`src/rtl/ram_dma_pkg.sv`:
```
// Shared types and constants for the word-oriented RAM DMA engine.
package ram_dma_pkg;

    // Engine states: read request, read-data wait, write, completion pulse.
    typedef enum logic [2:0] {
        IDLE = 3'd0,
        RD   = 3'd1,
        WAIT = 3'd2,
        WR   = 3'd3,
        DONE = 3'd4
    } ram_dma_state_e;

    // Transfer kind selected by mode_i at start.
    typedef enum logic {
        DmaCopy = 1'b0,
        DmaFill = 1'b1
    } ram_dma_mode_e;

    // Byte stride between consecutive words.
    localparam logic [31:0] WordBytes = 32'd4;

    // All byte lanes enabled for every access.
    localparam logic [3:0] BeAll = 4'hF;

endpackage

```
`src/rtl/ram_dma.sv`:
```
// Word DMA engine: copies len words src->dst (read, wait, write per word)
// or fills len words at dst with a constant. The memory port accepts every
// request and answers reads exactly one cycle later.
module ram_dma
    import ram_dma_pkg::*;
#(
    parameter int Width = 32,
    parameter int LenW  = 16
) (
    input  logic              clk_i,
    input  logic              rst_i,
    input  logic              start_i,
    input  logic              mode_i,
    input  logic              abort_i,
    input  logic [31:0]       src_addr_i,
    input  logic [31:0]       dst_addr_i,
    input  logic [LenW-1:0]   len_i,
    input  logic [Width-1:0]  fill_data_i,
    output logic              busy_o,
    output logic              done_o,
    output logic              err_o,
    output logic [LenW-1:0]   words_o,
    output logic              mem_req_o,
    output logic              mem_we_o,
    output logic [3:0]        mem_be_o,
    output logic [31:0]       mem_addr_o,
    output logic [Width-1:0]  mem_wdata_o,
    input  logic              mem_rvalid_i,
    input  logic [Width-1:0]  mem_rdata_i
);

    ram_dma_state_e   state_r, state_s;
    ram_dma_mode_e    mode_r, mode_s;
    logic [31:0]      src_r, src_s;
    logic [31:0]      dst_r, dst_s;
    logic [LenW-1:0]  len_r, len_s;
    logic [Width-1:0] fill_r, fill_s;
    logic [Width-1:0] data_r, data_s;
    logic [LenW-1:0]  words_r, words_s;
    logic             err_r, err_s;

    // Next-state, datapath updates and memory-port drive. The memory request
    // depends on abort_i combinationally so an abort cancels the access in
    // the same cycle it is raised.
    always_comb begin
        state_s     = state_r;
        mode_s      = mode_r;
        src_s       = src_r;
        dst_s       = dst_r;
        len_s       = len_r;
        fill_s      = fill_r;
        data_s      = data_r;
        words_s     = words_r;
        err_s       = err_r;
        mem_req_o   = 1'b0;
        mem_we_o    = 1'b0;
        mem_be_o    = 4'h0;
        mem_addr_o  = 32'h0;
        mem_wdata_o = {Width{1'b0}};

        case (state_r)
            IDLE: begin
                if (start_i) begin
                    mode_s  = ram_dma_mode_e'(mode_i);
                    src_s   = src_addr_i;
                    dst_s   = dst_addr_i;
                    len_s   = len_i;
                    fill_s  = fill_data_i;
                    words_s = {LenW{1'b0}};
                    err_s   = 1'b0;
                    if (len_i == {LenW{1'b0}}) begin
                        state_s = DONE;
                    end else if (ram_dma_mode_e'(mode_i) == DmaFill) begin
                        state_s = WR;
                    end else begin
                        state_s = RD;
                    end
                end else begin
                    state_s = IDLE;
                end
            end

            RD: begin
                if (abort_i) begin
                    state_s = DONE;
                end else begin
                    mem_req_o  = 1'b1;
                    mem_be_o   = BeAll;
                    mem_addr_o = src_r;
                    state_s    = WAIT;
                end
            end

            WAIT: begin
                if (abort_i) begin
                    state_s = DONE;
                end else if (mem_rvalid_i) begin
                    data_s  = mem_rdata_i;
                    state_s = WR;
                end else begin
                    // Missing read data is a port fault: flag it and stop.
                    err_s   = 1'b1;
                    state_s = DONE;
                end
            end

            WR: begin
                if (abort_i) begin
                    state_s = DONE;
                end else begin
                    mem_req_o   = 1'b1;
                    mem_we_o    = 1'b1;
                    mem_be_o    = BeAll;
                    mem_addr_o  = dst_r;
                    mem_wdata_o = (mode_r == DmaFill) ? fill_r : data_r;
                    words_s     = words_r + LenW'(1);
                    // 32-bit wrap-around is intended; no overflow error.
                    dst_s       = dst_r + WordBytes;
                    if (mode_r == DmaCopy) begin
                        src_s = src_r + WordBytes;
                    end else begin
                        src_s = src_r;
                    end
                    if (words_s == len_r) begin
                        state_s = DONE;
                    end else if (mode_r == DmaFill) begin
                        state_s = WR;
                    end else begin
                        state_s = RD;
                    end
                end
            end

            DONE: begin
                state_s = IDLE;
            end

            default: begin
                state_s = IDLE;
            end
        endcase
    end

    // State, command and datapath registers with synchronous reset.
    always_ff @(posedge clk_i) begin
        if (rst_i) begin
            state_r <= IDLE;
            mode_r  <= DmaCopy;
            src_r   <= 32'h0;
            dst_r   <= 32'h0;
            len_r   <= {LenW{1'b0}};
            fill_r  <= {Width{1'b0}};
            data_r  <= {Width{1'b0}};
            words_r <= {LenW{1'b0}};
            err_r   <= 1'b0;
        end else begin
            state_r <= state_s;
            mode_r  <= mode_s;
            src_r   <= src_s;
            dst_r   <= dst_s;
            len_r   <= len_s;
            fill_r  <= fill_s;
            data_r  <= data_s;
            words_r <= words_s;
            err_r   <= err_s;
        end
    end

    // Status outputs decoded from registered state only.
    always_comb begin
        busy_o  = (state_r != IDLE);
        done_o  = (state_r == DONE);
        err_o   = err_r;
        words_o = words_r;
    end

endmodule

```
`config.mk`:
```
export PLATFORM = sky130hd
export DESIGN_NAME = ram_dma
export DESIGN_NICKNAME = d
export VERILOG_FILES = /design/src/rtl/ram_dma_pkg.sv /design/src/rtl/ram_dma.sv
export SDC_FILE = /design/constraint.sdc
export NUM_CORES = 1
export LEC_CHECK = 0
export CAP_MARGIN = 20
export CORE_ASPECT_RATIO = 0.6
export CORE_MARGIN = 2
export CORE_UTILIZATION = 50
export DETAILED_ROUTE_END_ITERATION = 10
export PLACE_DENSITY = 0.81
export SYNTH_ARGS = -nofsm -noshare
export SYNTH_HDL_FRONTEND = slang
export SYNTH_SLANG_ARGS = --single-unit
```
`constraint.sdc`:
```
create_clock -name clk_i -period 2.8 [get_ports clk_i]
set_clock_uncertainty 0.1 [all_clocks]
set_input_delay 0.56 -clock clk_i [delete_from_list [all_inputs] [get_ports clk_i]]
set_output_delay 0.56 -clock clk_i [all_outputs]
set_load 0.05 [all_outputs]
```
==> metrics.yaml, run 1 <==
crit_arrival_ns: 2.11
cp_slowest_cell: "or3b_2"
clock_sinks: 165
place_inst: 1676
clk_pin_slew_worst_paths_ns: 0.07
crit_path_cell_trace: "clkdlybuf4s50_1, or3b_2, buf_12, nor2_1, buf_12"
post-synth-top-area-fraction_pct: 36.00
async_flop_share_pct: 0
setup_viol: 0
portBuffers: 238
cts_setup_buffers: 0
num_rows: 38
first_iter_violations: 1130
seqCellArea_um2: 3307
hold_class: "reg2reg"
peakVddDrop_mv: 0.4260
synth_seq_cells: 165
run_status: "finished, final reports clean"
area_growth_pct: 43.88
gp_congestion: 0.9205
p_total_mw: 6.433
cp_max_fo: 34
synth.area.top_cells: "dfxtp_1 (36%), nand2_1 (10%), a21oi_1 (8.5%), mux2i_1 (7.2%), nor2_1 (6.0%)"
synth_cell_types: 70
layout.nets: 1608
worstMarginPinSlew_ns: 0.7961
dieArea_um2: 19490
relSlewSlack_pct: 46.93
start_kind: "input pin"
route.detailed.drc: 0
ys.flop_type: "dfxtp_1"
crit_buf_inv: 3
synthMostInstantiatedCell: "nand2_1"
die_h_um: 108.9
rsz0062_at_grt: "yes"
utilization_pct: 73.27
grt_max_degree: 100
drt_wl_total_um: 31220
num_vias: 10150
die_width_um: 178.9
io_pins: 239
instances_no_fill: 1708
syn_inst: 1261
gr-total-overflow: 0
nFillCells: 1392
multi_input_area_um2: 5438
critPathMaxStageDelay_ns: 0.51
p_leak_nw: 4.590
fmax_mhz: 360.9
antenna_found_initial: 0
maxCapViolations: 0
ys_seq_area_share_pct: 36.00
grt_pass1_vias: 9200
critPathCaptureType: "primary output"
antenna_cells: 0
dp_hpwl_um: 21990
cp_top_family: "buffers and inverters"
insertion_delay_ns: 0.43
antenna_left: 0
hold_viol: 0
clockBufferDepth: 2
core_um2: 18020
synth_area_leader_cell: "dfxtp_1"
critPathKind: "in2out"
ys_warn_count: 0
synthesis.area_um2: 9176
cts_htree_levels: 4
synth.avg_cell_area_um2: 7.277
grt_pass1_wl_um: 48380
drive_gt1_share_pct: 12.40
viasPerCell: 5.944
synth_edf_count: 0
dr.pass1.iters: 5
syn_nets: 1414
initial_core_util_pct: 50.92
avgRoutedWirePerCell_um: 18.28
maxSlewViolCount: 0
cts_tree: "yes"
synthTopCellsByCount: "nand2_1 (254), dfxtp_1 (165), a21oi_1 (156)"
cts_made_buffers: 17
worst_ep_required_time_ns: 2.14
post-route-period-util_pct: 98.95
pwr_density_cell_nw_per_um2: 487.3
critPathMostFrequentCell: "buf_12"
cts_root_buf: "clkbuf_16"
track_usage_pct: 31.40
min_period_ns: 2.770
-- timing repair --
item,in CTS,in global routing
hold buffers,0,0
resized for setup,0,10
setup endpoints to repair,0,17
hold endpoints to repair,0,0
-- tightest hold or removal path, stage by stage (launching register included) --
cell	delay, ns
dfxtp_1	0.31
nand2_1	0.05
a21oi_1	0.05
-- cells by family (layout without fill, tap and decap cells) --
kind of cell               Yosys count  after routing  synth area share (%)
adders and majority gates            3              3                0.4091
and+or+nand+nor                    563            563                 27.56
DFF                                165            165                 36.00
muxes                               66             66                 7.199
xor gates and xnor gates            24             24                 2.523
AOI/OAI and AO/OA                  323            323                 21.03
buffers and inverters              117            324                 5.290
-- per-layer routing --
layer  track usage, %  vias up  wire (um)
met5                0        -          0
met4            7.607        0        469
met3            7.566       48       3375
met2            46.73      528      13450
met1            45.56     4743      13930
li1                 -     4834          -
-- power breakdown --
part / total [mW] / switching [mW] / internal (mW)
Clock: 2.32 / 1.07 / 1.25
Sequential: 2.75 / 0.217 / 2.53
Combinational: 1.36 / 0.731 / 0.630
-- cell usage in the layout (no fill, tap or decap), types with 8 or more instances in the layout --
cell type	netlist	final
clkdlybuf4s50_1	0	166
nor2_2	0	9
dfxtp_1	165	162
a31oi_1	14	14
mux2i_1	66	66
xor2_1	9	9
nor3_1	26	26
xnor2_1	13	13
a21oi_1	156	155
nor2_1	147	137
o22ai_1	8	8
clkbuf_16	0	17
nand3_1	44	44
nand2_1	254	254
o21ai_0	50	50
buf_12	0	81
nor4_1	20	20
o31ai_1	17	17
a211oi_1	19	19
inv_1	9	9
buf_4	7	36
nand4_1	18	18
a22oi_1	13	13
-- flip-flops by register name, indices dropped and copies added, names as in the netlist --
| register | flops |
|---|---|
| src_r | 32 |
| mode_r | 1 |
| state_r | 3 |
| data_r | 32 |
| words_o | 16 |
| dst_r | 32 |
| err_o | 1 |
| len_r | 16 |
| fill_r | 32 |
-- final cells by class --
cell class              instances  area share [%]
repair buffers                283           26.91
inverters                       9          0.2559
multi-input cells             979           41.19
clock buffers                  18           3.251
well taps                     240           2.274
clock inverters                14           1.071
flip-flops and latches        165           25.05
-- per-stage QoR --
step	hold slack, ns	worst slack [ns]	area [um2]	TNS (ns)
finish	0.3530	0.02951	13200	0
detailed placement	0.3465	0.03964	12610	0
global route	0.3685	-0.04274	13200	-0.2981
floorplan	0.3357	0.05284	9176	0
CTS	0.3560	0.02384	13180	0
global placement	0.3412	0.08207	12610	0
-- final timing paths --
kind,start,end,slack (ns),cells past startpoint
hold reg to reg,fill_r[18]$_SDFFE_PP0P_,fill_r[18]$_SDFFE_PP0P_,0.35,2
setup reg to reg,words_o[5]$_SDFFE_PP0P_,state_r[1]$_SDFF_PP0_,0.18,6
setup / recovery,abort_i,mem_addr_o[11],0.03,5
hold / removal,fill_r[18]$_SDFFE_PP0P_,fill_r[18]$_SDFFE_PP0P_,0.35,2
No activity file was read; power rests on OpenSTA's default activity.
==> inputs of run 2 (changes only) <==
Settings changed: ABC_AREA set to 1, PLACE_DENSITY 0.81 to 0.8.
==> metrics.yaml, run 2 <==
clockBufferDepth: 2  # unchanged
clock_sinks: 165  # unchanged
critPathKind: "in2out"
start_kind: "input pin"
dieArea_um2: 19960  # +2.4%
clk_pin_slew_worst_paths_ns: 0.07  # about the same
hold_viol: 0  # unchanged
track_usage_pct: 36.47  # +5.1 points
p_leak_nw: 4.966  # +8.2%
grt_max_degree: 107  # +7.0%
num_rows: 38  # unchanged
setup_viol: 0  # unchanged
place_ws_ns: 0.03672  # -0.002913 ns
die_h_um: 110.2  # +1.2%
run_status: "finished, final reports clean"
cp_max_fo: 36  # +5.9%
gp_congestion: 0.9730  # +5.7%
p_sw_share_pct: 31.00  # -0.40 points
combPwrFrac_pct: 19.7  # -1.5 points
initial_core_util_pct: 51.52  # +0.60 points
place_inst: 1918  # +14%
die_width_um: 181.1  # +1.2%
ys.flop_type: "dfxtp_1"
peakVddDrop_mv: 0.5197  # +22%
io_pins: 239  # unchanged
maxCapViolations: 0  # unchanged
dr.pass1.iters: 6  # +1
core_um2: 18260  # +1.3%
synth.area.top_cells: "dfxtp_1 (35%), nand2_1 (14%), o21ai_0 (8.5%), nor2_1 (8.0%), a21oi_1 (6.9%)"
synthTopCellsByCount: "nand2_1 (344), nor2_1 (201), dfxtp_1 (165)"
post-route-period-util_pct: 99.65  # +0.71 points
relSlewSlack_pct: 46.96  # about the same
seqPwrFrac_pct: 41.3  # -1.4 points
antenna_found_initial: 2  # +2
cp_slowest_cell: "clkdlybuf4s50_1"
gr-total-overflow: 0  # unchanged
p_int_mw: 4.625  # +4.8%
critPathMostFrequentCell: "buf_12"
holdPathStages: 2  # unchanged
viasPerCell: 5.818  # -2.1%
ys_seq_area_share_pct: 35.12  # -0.88 points
reg2regPathDepth: 9  # +3
async_flop_share_pct: 0  # unchanged
drt_wl_total_um: 36500  # +17%
min_period_ns: 2.790  # +0.01976 ns
critPathCaptureType: "primary output"
synth_area_leader_cell: "dfxtp_1"
synth.avg_cell_area_um2: 6.313  # -13%
p_switching_mw: 2.078  # +2.9%
num_vias: 11350  # +12%
grt_pass1_wl_um: 56240  # +16%
antenna_left: 0  # unchanged
fmax_mhz: 358.4  # -0.71%
grt_pass1_vias: 10240  # +11%
cts_tree: "yes"
avgRoutedWirePerCell_um: 18.71  # +2.3%
final_cell_mix: "nand2_1 (344), nor2_1 (201), clkdlybuf4s50_1 (167), dfxtp_1 (165), o21ai_0 (159)"
worst_ep_required_time_ns: 2.14  # about the same
worstMarginPinSlew_ns: 0.7895  # -0.006564 ns
layout.nets: 1851  # +15%
layout_setup_ws_ns: 0.009746  # -0.01976 ns
final_common_cell: "nand2_1"
critPathMaxStageDelay_ns: 0.44  # -0.07 ns
cts_made_buffers: 17  # unchanged
pwr_density_cell_nw_per_um2: 515.1  # +5.7%
synth_seq_cells: 165  # unchanged
instances_no_fill: 1951  # +14%
drive_gt1_share_pct: 9.819  # -2.6 points
ys_warn_count: 0  # unchanged
maxSlewViolCount: 0  # unchanged
cts_htree_levels: 4  # unchanged
clkPwrFrac_pct: 39.0  # +2.9 points
antenna_cells: 0  # unchanged
syn_nets: 1643  # +16%
synth_edf_count: 0  # unchanged
rsz0062_at_grt: "yes"
post-synth-top-area-fraction_pct: 35.12  # -0.88 points
insertion_delay_ns: 0.44  # about the same
synth_cell_types: 44  # -37%
area_growth_pct: 38.35
portBuffers: 238  # unchanged
route.detailed.drc: 0  # unchanged
synthesis.area_um2: 9407  # +2.5%
fin_setup_tns_ns: 0  # unchanged
hold_class: "reg2reg"
cts_root_buf: "clkbuf_16"
ctsResizeCount: 0  # unchanged
first_iter_violations: 1627  # +44%
syn_inst: 1490  # +18%
crit_path_cell_trace: "clkdlybuf4s50_1, buf_4, nor2_8, inv_2, buf_12, o21ai_0, buf_12"
dp_hpwl_um: 26300  # +20%
synthMostInstantiatedCell: "nand2_1"
crit_arrival_ns: 2.13  # +0.02 ns
-- run 2: changes by cell type in the layout (fill, tap and decap cells not counted), sizes merged, moves of 20 or more --
cell   change
nor2      +59
o21ai    +109
mux2i     -66
o22ai     +20
inv      +121
nand2     +92
a21oi     -25
nand3     +53
-- run 2: area by class of cell --
type                    instances  area [um2]
fillers                      1543        5244
multi-input cells            1105        5205
flip-flops and latches        165        3303
repair buffers                274        3060
inverters                     135       506.7
clock buffers                  18       439.2
well taps                     240       300.3
clock inverters                14       198.9
-- run 2: routing by layer --
metal	track usage [%]	wire length, um	part of all wire, %	up-vias
met2	50.93	14730	40	716
li1	-	-	-	5376
met4	8.595	416	1.1	4
met1	52.36	16110	44	5194
met5	4.500	127	0.35	-
met3	13.50	5120	14	60
-- run 2: metrics by stage --
step | instance area (um2) | hold WS [ns] | utilization, % | total power, mW
detailed placement | 12370 | 0.3573 | 67.74 | 4.096
CTS | 13010 | 0.3662 | 71.24 | 6.659
finish | 13010 | 0.3682 | 71.28 | 6.703
global placement | 12370 | 0.3512 | 67.74 | 4.069
floorplan | 9412 | 0.3410 | - | 3.550
global route | 13010 | 0.3821 | 71.28 | 6.955
-- run 2: cells by family (layout without fill, tap and decap cells) --
family                   after synthesis  after routing  share of synthesized area, %
AO/OA/AOI/OAI                        366            366                         21.23
AND/OR/NAND/NOR                      726            726                         32.72
buffers and inverters                220            441                         9.604
flip-flops                           165            165                         35.12
XOR/XNOR                              10             10                        0.9312
adder cells (fa/ha/maj)                3              3                        0.3991
-- run 2: path summary, 6_finish.rpt --
path	to	slack [ns]	from
setup / recovery	mem_addr_o[3]	0.01	abort_i
hold reg to reg	src_r[1]$_SDFFE_PP0P_	0.37	src_r[1]$_SDFFE_PP0P_
hold / removal	src_r[1]$_SDFFE_PP0P_	0.37	src_r[1]$_SDFFE_PP0P_
setup reg to reg	src_r[24]$_SDFFE_PP0P_	0.23	src_r[13]$_SDFFE_PP0P_
-- run 2: worst max-delay path, delay by kind of cell --
| kind | cells | cell delay (ns) |
|---|---|---|
| buffers and inverters | 5 | 1.02 |
| AOI/OAI and AO/OA | 1 | 0.39 |
| and+or+nand+nor | 1 | 0.12 |
-- run 2: what timing repair did --
| action | in CTS | in global routing |
|---|---|---|
| hold buffers | 0 | 0 |
| buffers inserted | 0 | 1 |
| endpoints found under the setup margin | 0 | 4 |
| endpoints found under the hold margin | 0 | 0 |
-- run 2: power by group through the flow --
stage	logic (mW)	clock network (mW)	registers, mW
2_1_floorplan	0.799	0	2.75
3_3_place_gp	1.27	0	2.80
3_5_place_dp	1.29	0	2.81
4_1_cts	1.30	2.60	2.76
5_1_grt	1.44	2.72	2.79
6_report	1.32	2.61	2.77
